File: src/rtl/bits_packer_pkg.sv
// bits_pkg: shared constants and state encoding for the bits_packer slice.
// Contents: WORD_W/LEN_W/DIN_W field geometry, CNT_W bit-count width, state_e FSM states.
// Latency/backpressure: n/a (declarations only).
package bits_pkg;

  localparam int WORD_W = 32;
  localparam int LEN_W  = 4;
  localparam int DIN_W  = (1 << LEN_W) - 1;
  // Holds 0..46, the largest cnt+L sum (31+15), without overflow.
  localparam int CNT_W  = 6;

  typedef enum logic [0:0] {
    ACCUM      = 1'b0,
    FLUSH_PEND = 1'b1
  } state_e;

endpackage

File: src/rtl/bits_pack_shift.sv
// bits_pack_shift: combinational merge of one variable-length field into the pending word.
// Ports: i_push/i_len/i_data field in, i_acc/i_cnt pending state in;
//        o_word completed word, o_acc/o_cnt next pending state, o_done word-complete flag.
// Latency: 0 cycles (pure combinational); no backpressure.
module bits_pack_shift
  import bits_pkg::*;
(
  input  logic              i_push,
  input  logic [LEN_W-1:0]  i_len,
  input  logic [DIN_W-1:0]  i_data,
  input  logic [WORD_W-1:0] i_acc,
  input  logic [CNT_W-1:0]  i_cnt,
  output logic [WORD_W-1:0] o_word,
  output logic [WORD_W-1:0] o_acc,
  output logic [CNT_W-1:0]  o_cnt,
  output logic              o_done
);

  logic [LEN_W-1:0]    w_len;
  logic [DIN_W-1:0]    w_field;
  logic [CNT_W-1:0]    w_sum;
  logic [6:0]          w_shamt;
  logic [2*WORD_W-1:0] w_cat;

  // A cycle without pushin behaves exactly like a zero-length field.
  assign w_len   = i_push ? i_len : '0;
  // Keep only datain[L-1:0]; a shift of 15 leaves the whole mask set.
  assign w_field = i_data & ~({DIN_W{1'b1}} << w_len);
  assign w_sum   = i_cnt + CNT_W'(w_len);

  // Treat acc as the top half of a 64-bit window. The field's LSB lands at
  // bit 64-(cnt+L), so anything spilling past the word boundary falls into
  // the lower half already MSB-aligned as the fresh accumulator.
  assign w_shamt = 7'd64 - {1'b0, w_sum};
  assign w_cat   = {i_acc, {WORD_W{1'b0}}} | ((2*WORD_W)'(w_field) << w_shamt);

  assign o_done  = (w_sum >= CNT_W'(WORD_W));
  assign o_word  = w_cat[2*WORD_W-1:WORD_W];
  assign o_acc   = o_done ? w_cat[WORD_W-1:0] : w_cat[2*WORD_W-1:WORD_W];
  assign o_cnt   = o_done ? (w_sum - CNT_W'(WORD_W)) : w_sum;

endmodule

File: src/rtl/bits_packer.sv
// bits_packer: packs 0..15-bit fields MSB-first into 32-bit words, one pushout per word.
// Ports: clock/reset (sync, active-high); pushin/lenin/datain field in; flush (only with
//        BITS_PACKER_FLUSH_EN) emits a partial word; pushout/dataout/validout registered word out.
// Latency: 1 cycle from completing push (or flush) to pushout; no backpressure (<=1 word/cycle).
module bits_packer
  import bits_pkg::*;
(
  input  logic              clock,
  input  logic              reset,
  input  logic              pushin,
  input  logic [LEN_W-1:0]  lenin,
  input  logic [DIN_W-1:0]  datain,
`ifdef BITS_PACKER_FLUSH_EN
  input  logic              flush,
`endif
  output logic              pushout,
  output logic [WORD_W-1:0] dataout,
  output logic [CNT_W-1:0]  validout
);

  logic [WORD_W-1:0] r_acc;
  logic [CNT_W-1:0]  r_cnt;
  logic              r_pushout;
  logic [WORD_W-1:0] r_dataout;
  logic [CNT_W-1:0]  r_validout;

  logic [WORD_W-1:0] w_sh_acc_in;
  logic [CNT_W-1:0]  w_sh_cnt_in;
  logic [WORD_W-1:0] w_word;
  logic [WORD_W-1:0] w_acc;
  logic [CNT_W-1:0]  w_cnt;
  logic              w_done;

  logic [WORD_W-1:0] w_acc_nxt;
  logic [CNT_W-1:0]  w_cnt_nxt;
  logic              w_pushout_nxt;
  logic [WORD_W-1:0] w_dataout_nxt;
  logic [CNT_W-1:0]  w_validout_nxt;

`ifdef BITS_PACKER_FLUSH_EN
  state_e r_state;
  state_e w_state_nxt;
  logic   r_flush_hold;
  logic   w_flush_hold_nxt;
  logic   w_flush_eff;

  // In FLUSH_PEND the registered leftover is being emitted this cycle, so
  // new input merges into an empty accumulator.
  assign w_sh_acc_in = (r_state == FLUSH_PEND) ? '0 : r_acc;
  assign w_sh_cnt_in = (r_state == FLUSH_PEND) ? '0 : r_cnt;
  // A flush seen while FLUSH_PEND was busy is replayed on the next ACCUM cycle.
  assign w_flush_eff = flush | r_flush_hold;
`else
  assign w_sh_acc_in = r_acc;
  assign w_sh_cnt_in = r_cnt;
`endif

  bits_pack_shift u_shift (
    .i_push (pushin),
    .i_len  (lenin),
    .i_data (datain),
    .i_acc  (w_sh_acc_in),
    .i_cnt  (w_sh_cnt_in),
    .o_word (w_word),
    .o_acc  (w_acc),
    .o_cnt  (w_cnt),
    .o_done (w_done)
  );

`ifdef BITS_PACKER_FLUSH_EN
  always_comb begin
    w_state_nxt      = r_state;
    w_flush_hold_nxt = r_flush_hold;
    w_acc_nxt        = w_acc;
    w_cnt_nxt        = w_cnt;
    w_pushout_nxt    = 1'b0;
    w_dataout_nxt    = r_dataout;
    w_validout_nxt   = r_validout;
    case (r_state)
      ACCUM: begin
        w_flush_hold_nxt = 1'b0;
        if (w_done) begin
          w_pushout_nxt  = 1'b1;
          w_dataout_nxt  = w_word;
          w_validout_nxt = CNT_W'(WORD_W);
          // Only one word can leave per cycle; the leftover goes out next.
          if (w_flush_eff && (w_cnt != '0)) begin
            w_state_nxt = FLUSH_PEND;
          end
        end else if (w_flush_eff && (w_cnt != '0)) begin
          w_pushout_nxt  = 1'b1;
          w_dataout_nxt  = w_acc;
          w_validout_nxt = w_cnt;
          w_acc_nxt      = '0;
          w_cnt_nxt      = '0;
        end
      end
      FLUSH_PEND: begin
        w_pushout_nxt    = 1'b1;
        w_dataout_nxt    = r_acc;
        w_validout_nxt   = r_cnt;
        w_flush_hold_nxt = flush;
        w_state_nxt      = ACCUM;
      end
      default: begin
        w_state_nxt = ACCUM;
      end
    endcase
  end

  always_ff @(posedge clock) begin
    if (reset) begin
      r_state      <= ACCUM;
      r_flush_hold <= 1'b0;
    end else begin
      r_state      <= w_state_nxt;
      r_flush_hold <= w_flush_hold_nxt;
    end
  end
`else
  always_comb begin
    w_acc_nxt      = w_acc;
    w_cnt_nxt      = w_cnt;
    w_pushout_nxt  = w_done;
    w_dataout_nxt  = r_dataout;
    w_validout_nxt = r_validout;
    if (w_done) begin
      w_dataout_nxt  = w_word;
      w_validout_nxt = CNT_W'(WORD_W);
    end
  end
`endif

  always_ff @(posedge clock) begin
    if (reset) begin
      r_acc      <= '0;
      r_cnt      <= '0;
      r_pushout  <= 1'b0;
      r_dataout  <= '0;
      r_validout <= '0;
    end else begin
      r_acc      <= w_acc_nxt;
      r_cnt      <= w_cnt_nxt;
      r_pushout  <= w_pushout_nxt;
      r_dataout  <= w_dataout_nxt;
      r_validout <= w_validout_nxt;
    end
  end

  assign pushout  = r_pushout;
  assign dataout  = r_dataout;
  assign validout = r_validout;

endmodule
File: config.mk
export PLATFORM = sky130hd
export DESIGN_NAME = bits_packer
export DESIGN_NICKNAME = d
export VERILOG_FILES = /design/src/rtl/bits_packer_pkg.sv /design/src/rtl/bits_pack_shift.sv /design/src/rtl/bits_packer.sv
export SDC_FILE = /design/constraint.sdc
export NUM_CORES = 1
export LEC_CHECK = 0
export BUFFER_PORTS_ARGS = -buffer_cell sky130_fd_sc_hd__buf_2
export CAP_MARGIN = 20
export CORE_MARGIN = 2
export CORE_UTILIZATION = 35
export DETAILED_ROUTE_END_ITERATION = 6
export PLACE_DENSITY = 0.5
export SYNTH_ARGS = -nofsm -noshare
export SYNTH_HDL_FRONTEND = slang
export SYNTH_HIERARCHICAL = 1
export SYNTH_SLANG_ARGS = --single-unit
File: constraint.sdc
create_clock -name clock -period 10.6 [get_ports clock]
set_input_delay 3.18 -clock clock [delete_from_list [all_inputs] [get_ports clock]]
set_output_delay 3.18 -clock clock [all_outputs]
set_load 0.05 [all_outputs]
==> metrics.md <==
| Metric | Value |
|---|---|
| Post-placement worst setup slack | 2.351 ns |
| Starting Density | 0.3553 |
| Slack of the critical path | 2.650 ns |
| Slew headroom | 0.3193 |
| # resized after CTS | 0 |
| Die Y | 122.2 um |
| Min-delay src | validout[5] |
| Total CTS buffers | 9 |
| Port bufs | 55 |
| Worst R2R Setup Slack | between 5 and 6 ns |
| Clock Pin Slew Worst Setup and Hold Paths | roughly 0.06 ns |
| VDD IR max | between 0.1 and 0.15 mV |
| Clock Path Buffers | 2 |
| Post-synth top area cell | dfxtp_1 |
| Synth area leaders | dfxtp_1 (29%), mux2i_1 (11%), nor2b_1 (5.5%), nor2_1 (5.0%), o21ai_0 (4.5%) |
| # Post-CTS Setup Buffers | 0 |
| Drt wl/cell | 17.56 um |
| Worst Path Arrival | 8.22 ns |
| CP Launch Type | input port |
| Vias in the first global route | around 4200 |
| Top-level I/O count | 61 |
| Total global routing overflow | 0 |
| Core Region | 13770 um^2 |
| Fraction of registers with async set/reset | 0 |
| Yosys warnings | 6 |
| Critical R2R Capture | r_acc[14] |
| EDFF count, synth | 0 |
| Register bit count reported by yosys | 72 |
| CP Launch Point | pushin |
| CP max FO | 29 |
| Min-Delay Endpoint | validout[5] |
| Synth top area share | 0.2946 |
| Cts hold-fix bufs | 0 |
| Worst Max-Slew Pin Slew | slightly above 1 ns |
| DRT Wirelength | approximately 14 mm |
| Cell Count, Final, Fillers Out | around 810 |
| Req. time, crit path | ~11 ns |
| Total Power | 1.282 mW |
| Seq/Total Area, Yosys | 0.2946 |
| Reg2Reg Depth | 12 |
| Die area | around 15000 um^2 |
| Final worst path period need | around 8.0 ns |
| CTS root buf | clkbuf_16 |
| Sink Count | 72 |
| Drt drc | 0 |
| Die X | about 120 um |
| Status | completed |
| Setup TNS | 0 ns |
| Worst Skew | slightly below 0.007 ns |
| Total track usage | 0.1970 |
| Initial antenna violation count | 0 |
| Largest net degree at the start of global routing | 73 |
| Lkg Pwr | between 2 and 2.5 nW |
| Rows | 43 |
| CTS tree | yes |
| Post-synth cell types | 78 |
| Design area | between 5000 and 6000 um^2 |
| RSZ-0062 raised after global routing | false |
| Nets@finish | 654 |
| Ratio of final minimum period to clock period | 0.7500 |
| Hold Crit Depth | 2 |
| Cell Area, Synth | between 4000 and 5000 um^2 |
| Post-route ant nets | 0 |
| Routed vias | 4458 |
| Util after Layout | 0.3993 |
| Fmax | ~0.13 GHz |
| Hold Crit Class | flop to flop |
| CP Cell Sequence | buf_2 > and2_1 > ha_1 > inv_1 > ha_1 > inv_1 > a2111oi_0 > a221oi_1 > nor2b_1 > a21oi_1 > mux2i_1 > a21o_1 > a22o_1 > nor2b_1 |
| Hold_ws | around 0.47 ns |
| Final hold vios | 0 |
| DRT iter0 DRCs | 405 |
| HPWL Detailed | 9.850 mm |
| Placed cell area | 5131 um^2 |
| Ant. Diodes | 0 |
| Slowest-stage cell, CP | ha_1 |
| Pre-antenna DRT Iters | 5 |
| Area Growth Syn to Fin | 12.40% |
| Clock latency on the worst-skew pair | between 0.3 and 0.4 ns |
| Worst setup EP type | flop |
| Avg Inst Size Synth | a little over 8 um^2 |
| Placed cells | roughly 800 |
| Cell count after synthesis | around 600 |
| H-tree Lvls | 3 |
| Setup-failing EPs final | 0 |
| First-pass GRT wire length | approximately 23 mm |
| Prevailing post-synth register cell | dfxtp_1 |
| Fraction of layout cells with a size suffix above 1 | 0.1756 |
| Final Max Tran Viols | 0 |
| Max-cap violations | 0 |
| PwrDens | 233.0 nW/um^2 |
| Worst path max stage delay | between 0.9 and 1 ns |
| Crit Path Class | input port to flop |
| Gp weighted congestion | roughly 0.82 |
| R2R Path Start | r_cnt[0] |
| Vias per cell | approximately 5.5 |
critical path, delay by kind of cell:
| kind | cells | cell delay, ns |
|---|---|---|
| buffers and inverters | 3 | 1.01 |
| multiplexers | 1 | 0.30 |
| AND/OR/NAND/NOR | 3 | 0.49 |
| adder cells (fa/ha/maj) | 2 | 1.80 |
| AO/OA/AOI/OAI | 5 | 1.42 |
where the power goes:
part | leakage [nW] | total (mW) | internal (mW) | switching, mW
combinational | 1.53 | 0.595 | 0.206 | 0.389
clock | 0.163 | 0.353 | 0.235 | 0.117
sequential | 0.585 | 0.334 | 0.313 | 0.0212
synthesized netlist by cell type (12+ instances only):
master     n
dfxtp_1   72
a21oi_1   35
nand2_1   54
clkbuf_1  18
nor2b_1   43
mux2i_1   52
nor3_1    12
o21ai_0   44
nor2_1    65
buf_2     17
inv_1     12
how the worst max path moves through the flow:
stage,endpoint,slack (ns)
2_1_floorplan,r_acc[2],3.68
3_3_place_gp,dataout[18],2.46
3_5_place_dp,dataout[18],2.35
4_1_cts,r_acc[14],2.72
5_1_grt,r_acc[14],2.25
6_report,r_acc[14],2.65
state kept, by name, summed over array words and instances (netlist names):
name	flops
dataout	32
r_acc	32
r_cnt	6
pushout	1
validout	1
cell usage in the layout (no fill, tap or decap), types with 9 or more instances in the layout:
cell type	synthesis	routed
nor3_1	12	12
nand2_1	54	54
o21bai_1	9	9
a21oi_1	35	35
nand3_1	9	9
nor2b_1	43	43
o21ai_0	44	44
inv_1	12	11
buf_2	17	55
dfxtp_1	72	72
clkbuf_16	0	9
mux2i_1	52	52
nor2_1	65	65
kinds of logic (layout without fill, tap and decap cells):
| family | after synthesis | after routing | synth area share |
|---|---|---|---|
| adders and majority gates | 6 | 6 | 0.01457 |
| and+or+nand+nor | 221 | 221 | 0.2242 |
| xor gates and xnor gates | 10 | 10 | 0.02838 |
| muxes | 60 | 60 | 0.1253 |
| other | 2 | 6 | 0.001535 |
| buffers and inverters | 65 | 90 | 0.07593 |
| AOI/OAI and AO/OA | 167 | 167 | 0.2355 |
| DFF | 72 | 72 | 0.2946 |
area by class of cell:
cell class              instances  area, um^2
repair buffers                 62       345.3
well taps                     180       225.2
clock inverters                 3       90.09
flip-flops and latches         72        1441
clock buffers                  12       246.5
fillers                      1479        8273
multi-input cells             470        3103
inverters                      13       48.80
layer usage:
| layer | global-route usage | wire length, um | vias to the layer above |
|---|---|---|---|
| met2 | 0.2948 | 6145 | 142 |
| li1 | - | - | 2187 |
| met3 | 0.04414 | 765 | 22 |
| met5 | 0 | 0 | - |
| met4 | 0.08190 | 431 | 0 |
| met1 | 0.2728 | 6918 | 2107 |
Power figures use the tool's default switching activity.
